## src/rtl/pipe_stage_skid.sv

```systemverilog
// Pipeline stage register with valid/ready handshake, 2-entry skid buffer and synchronous flush.
// Optional PIPE_PERF_EN adds saturating stall/bubble/flush counters.
module pipe_stage_skid #(
    parameter int DATA_W = 160,
    parameter int CTRL_W = 24,
    parameter int CNT_W  = 32
) (
    input  logic              clk,
    input  logic              reset,
    input  logic              in_valid,
    output logic              in_ready,
    input  logic [DATA_W-1:0] in_data,
    input  logic [CTRL_W-1:0] in_ctrl,
    input  logic              flush,
    output logic              out_valid,
    input  logic              out_ready,
    output logic [DATA_W-1:0] out_data,
    output logic [CTRL_W-1:0] out_ctrl,
    output logic [CNT_W-1:0]  stall_cnt,
    output logic [CNT_W-1:0]  bubble_cnt,
    output logic [CNT_W-1:0]  flush_cnt
);

    typedef enum logic [1:0] {EMPTY = 2'd0, ONE = 2'd1, FULL = 2'd2} state_e;

    state_e              state_q, state_d;
    logic [DATA_W-1:0]   main_data_q, main_data_d, skid_data_q, skid_data_d;
    logic [CTRL_W-1:0]   main_ctrl_q, main_ctrl_d, skid_ctrl_q, skid_ctrl_d;
    logic                in_ready_q, in_ready_d;
    logic                in_fire, out_fire;

    assign out_valid = (state_q != EMPTY);
    assign in_ready  = in_ready_q;
    assign in_fire   = in_valid & in_ready_q;
    assign out_fire  = out_valid & out_ready;
    assign out_data  = main_data_q;
    assign out_ctrl  = out_valid ? main_ctrl_q : '0;

    always_comb begin
        state_d     = state_q;
        main_data_d = main_data_q;
        main_ctrl_d = main_ctrl_q;
        skid_data_d = skid_data_q;
        skid_ctrl_d = skid_ctrl_q;
        if (flush) begin
            state_d     = EMPTY;
            main_data_d = '0;
            main_ctrl_d = '0;
            skid_data_d = '0;
            skid_ctrl_d = '0;
        end else begin
            case (state_q)
                EMPTY: if (in_fire) begin
                    state_d     = ONE;
                    main_data_d = in_data;
                    main_ctrl_d = in_ctrl;
                end
                ONE: begin
                    if (in_fire && out_fire) begin
                        main_data_d = in_data;
                        main_ctrl_d = in_ctrl;
                    end else if (in_fire) begin
                        state_d     = FULL;
                        skid_data_d = in_data;
                        skid_ctrl_d = in_ctrl;
                    end else if (out_fire) begin
                        state_d     = EMPTY;
                        main_data_d = '0;
                        main_ctrl_d = '0;
                    end
                end
                FULL: if (out_fire) begin
                    state_d     = ONE;
                    main_data_d = skid_data_q;
                    main_ctrl_d = skid_ctrl_q;
                    skid_data_d = '0;
                    skid_ctrl_d = '0;
                end
                default: state_d = EMPTY;
            endcase
        end
        // Registered ready: only the skid being occupied next cycle blocks upstream.
        in_ready_d = (state_d != FULL);
    end

    always_ff @(posedge clk or posedge reset) begin
        if (reset) begin
            state_q     <= EMPTY;
            main_data_q <= '0;
            main_ctrl_q <= '0;
            skid_data_q <= '0;
            skid_ctrl_q <= '0;
            in_ready_q  <= 1'b1;
        end else begin
            state_q     <= state_d;
            main_data_q <= main_data_d;
            main_ctrl_q <= main_ctrl_d;
            skid_data_q <= skid_data_d;
            skid_ctrl_q <= skid_ctrl_d;
            in_ready_q  <= in_ready_d;
        end
    end

`ifdef PIPE_PERF_EN
    logic [CNT_W-1:0] stall_q, bubble_q, flush_q;
    logic             killed;

    // A main entry leaving downstream this cycle is consumed, not killed.
    assign killed = (out_valid & ~out_ready) | (state_q == FULL) | in_fire;

    always_ff @(posedge clk or posedge reset) begin
        if (reset) begin
            stall_q  <= '0;
            bubble_q <= '0;
            flush_q  <= '0;
        end else begin
            if (out_valid && !out_ready && stall_q != '1) stall_q  <= stall_q + CNT_W'(1);
            if (!out_valid && bubble_q != '1)             bubble_q <= bubble_q + CNT_W'(1);
            if (flush && killed && flush_q != '1)         flush_q  <= flush_q + CNT_W'(1);
        end
    end

    assign stall_cnt  = stall_q;
    assign bubble_cnt = bubble_q;
    assign flush_cnt  = flush_q;
`else
    assign stall_cnt  = '0;
    assign bubble_cnt = '0;
    assign flush_cnt  = '0;
`endif

endmodule

```

## config.mk

```make
export PLATFORM = sky130hd
export DESIGN_NAME = pipe_stage_skid
export DESIGN_NICKNAME = d
export VERILOG_FILES = /design/src/rtl/pipe_stage_skid.sv
export SDC_FILE = /design/constraint.sdc
export NUM_CORES = 1
export LEC_CHECK = 0
export BUFFER_PORTS_ARGS = -buffer_cell sky130_fd_sc_hd__buf_4
export CELL_PAD_IN_SITES_DETAIL_PLACEMENT = 1
export CELL_PAD_IN_SITES_GLOBAL_PLACEMENT = 1
export CORE_ASPECT_RATIO = 0.5
export CORE_MARGIN = 2
export CORE_UTILIZATION = 41
export DETAILED_ROUTE_END_ITERATION = 10
export PLACE_DENSITY = 0.9
export SLEW_MARGIN = 20
export SYNTH_ARGS = -nofsm -noshare
export SYNTH_HDL_FRONTEND = slang
export SYNTH_SLANG_ARGS = --single-unit
```

## constraint.sdc

```tcl
create_clock -name clk -period 11.7 [get_ports clk]
set_input_delay 0.585 -clock clk [delete_from_list [all_inputs] [get_ports clk]]
set_output_delay 0.585 -clock clk [all_outputs]
set_load 0.02 [all_outputs]
```

==> summary.md <==
| Metric | Value |
|---|---|
| Top cells by area, synth | `dfrtp_1, nand3b_1, nor2b_1` |
| Leading area contributor after synthesis | `dfrtp_1` |
| Register area share after synthesis | `0.4722` |
| Post-CTS setup buffers | `0` |
| Initial antenna violation count | `15` |
| Post-layout min period | `4544 ps` |
| CTS sink cnt | `371` |
| H-tree Lvls | `2` |
| DR pass1 iterations | `5` |
| Initial DRC Count | `1805` |
| Post-Syn Instances | `2144` |
| #FFs+latches synth | `371` |
| Area of placed instances | `22190 µm²` |
| Row count | `56` |
| Yosys top cell area share | `0.4708` |
| DR WL/cell | `22.15 µm` |
| Clk root buf | `clkbuf_16` |
| Count of different cell masters after synthesis | `29` |
| Crit Path Class | `flop to flop` |
| CTS buffer count | `38` |
| WP data required | `12110 ps` |
| Total Die Area | `49840 µm²` |
| Setup crit start kind | `flop` |
| Final setup fails | `0` |
| Vias | `17890` |
| PD cells | `214.0 nW/µm²` |
| IO buf count | `374` |
| FF-to-FF path depth | `8` |
| Max_cap viols | `0` |
| Setup TNS | `0 ps` |
| DRC viols | `0` |
| Crit. End Element | `flop` |
| Chip width | `313.7 µm` |
| Clock slew at reported path FFs | `60 ps` |
| Final net count | `2539` |
| Post-DRT Antenna Nets | `0` |
| CTS Hold Bufs | `0` |
| F_max | `220.1 MHz` |
| Largest net degree at the start of global routing | `173` |
| Pre-CTS WS | `6854 ps` |
| GRT Util Overall | `0.2564` |
| Critical path arrival | `4960 ps` |
| Rel. slew slack | `0.1714` |
| Mean Syn Cell Area | `9.172 µm²` |
| Status | `finished clean` |
| Mapped cell area | `19670 µm²` |
| WHS | `131.9 ps` |
| Fin. max-slew vios | `0` |
| Worst Tran Pin Value | `1243 ps` |
| Initial Utilization | `0.4176` |
| HP Class | `primary input to asynchronous set/reset pin` |
| CORE AREA | `47090 µm²` |
| Area growth syn-to-layout | `19.27%` |
| Clk_lat worst skew | `550 ps` |
| IO Pins | `471` |
| Clock skew | `24.83 ps` |
| Commonest non-fill, non-tap cells in the layout | `buf_4, dfrtp_1, nor2b_1` |
| Post-route cell area | `23450 µm²` |
| CTS tree | `yes` |
| Final GP Congestion | `0.8008` |
| Endpoints failing hold | `0` |
| Commonest non-fill, non-tap cell in the layout | `buf_4` |
| Vias in the first global route | `18430` |
| Post-CTS sizing | `0` |
| Grt total ovfl | `0` |
| Detailed Route WL | `67020 µm` |
| CTS Buffer Depth | `3` |
| First-pass GRT wire length | `104000 µm` |
| DP HPWL | `38940 µm` |
| Die Ht | `158.9 µm` |
| Final worst path period share | `0.3884` |
| PnR worst setup slack | `7156 ps` |
| Crit-path max FO | `115` |
| Maximum VDD drop | `0.1062 mV` |
| Share of layout cells above drive strength 1 | `0.1956` |
| Synthesis Warnings | `0` |
| Leakage power total | `9.799 nW` |
| RSZ-0062 raised after global routing | `false` |
| Vias per std cell | `5.911` |
report_power, final:
group          internal [mW]  total (mW)  leakage [nW]  switching, mW
Sequential              1.57        1.75          5.02          0.178
Combinational          0.727        2.05          4.20           1.33
Clock                  0.676        1.22         0.586          0.541
Total                   2.97        5.02          9.80           2.05
sequential cells by signal, summed over array words and instances (netlist names):
signal,flops
out_data,160
skid_data_q,160
main_ctrl_q,24
skid_ctrl_q,24
state_q,2
in_ready,1
cells by family (layout without fill, tap and decap cells):
| family | after synthesis | count (layout) | synth area share |
|---|---|---|---|
| XOR/XNOR | 1 | 1 | 0.0004455 |
| other | 1 | 112 | 0.0001907 |
| AND/OR/NAND/NOR | 874 | 874 | 0.2420 |
| adder cells (fa/ha/maj) | 4 | 4 | 0.002545 |
| multiplexers | 1 | 1 | 0.001145 |
| flip-flops | 371 | 371 | 0.4722 |
| AO/OA/AOI/OAI | 555 | 555 | 0.1942 |
| buffers and inverters | 337 | 470 | 0.08729 |
critical path: stages (launching register included):
cell	delay (ps)
dfrtp_1	430
inv_1	200
ha_4	870
nor2_2	160
mux2i_4	830
buf_6	690
buf_4	690
nor2_1	100
a311oi_1	340
through the flow:
stage	power (mW)	util	instances
after floorplan	3.071	-	2239
after global placement	3.709	0.4712	2943
after detailed placement	3.794	0.4712	2943
after CTS	5.026	0.4965	3009
after global routing	5.276	0.4981	3026
final	5.019	0.4981	3026
cell usage after synthesis:
cell type and number:
a32oi_1 1, nand3b_1 185, a21oi_1 184, buf_2 73
nor4b_2 1, inv_1 4, a311oi_1 94, nand3_1 187
and2_1 1, a211oi_1 90, nor2b_1 209, nor2_1 188
dfstp_2 1, nor2_2 1, dfrtp_1 370, nand2b_1 1
o21ai_0 1, or4b_1 1, clkbuf_1 153, buf_1 11
xor2_1 1, nor3_1 2, a221oi_1 91, mux2i_4 1
buf_4 96, a31oi_1 94, nand2_1 98, conb_1 1
ha_1 4
layer usage:
metal  part of all wire  routed length (µm)  global-route usage  up-vias
li1                   -                   -                   -     8000
met1               0.39               26230              0.3052     9043
met5                  0                   0                   0        -
met4              0.073                4902              0.1792        0
met2               0.49               32890              0.4266      601
met3              0.045                2989             0.03945      244
area by class of cell:
| cell class | count | area (µm²) |
|---|---|---|
| fill | 5439 | 23630 |
| sequential | 371 | 9285 |
| multi-input combinational | 1531 | 9067 |
| timing repair buffer | 400 | 3050 |
| clock buffer | 58 | 1106 |
| tap | 638 | 798.3 |
| clock inverter | 8 | 83.83 |
| antenna | 16 | 40.04 |
| inverter | 4 | 22.52 |
worst paths after layout:
check	start	endpoint	slack [ps]
min in group clk	in_data[48]	skid_data_q[48]	310
worst max-delay path	state_q[0]	out_data[91]	7160
max in group asynchronous	reset	out_data[78]	10140
worst max register to register	state_q[0]	out_data[91]	7160
worst min register to register	skid_ctrl_q[3]	skid_ctrl_q[3]	530
worst min-delay path	reset	out_data[87]	130
(Power assumes the default switching activity.)
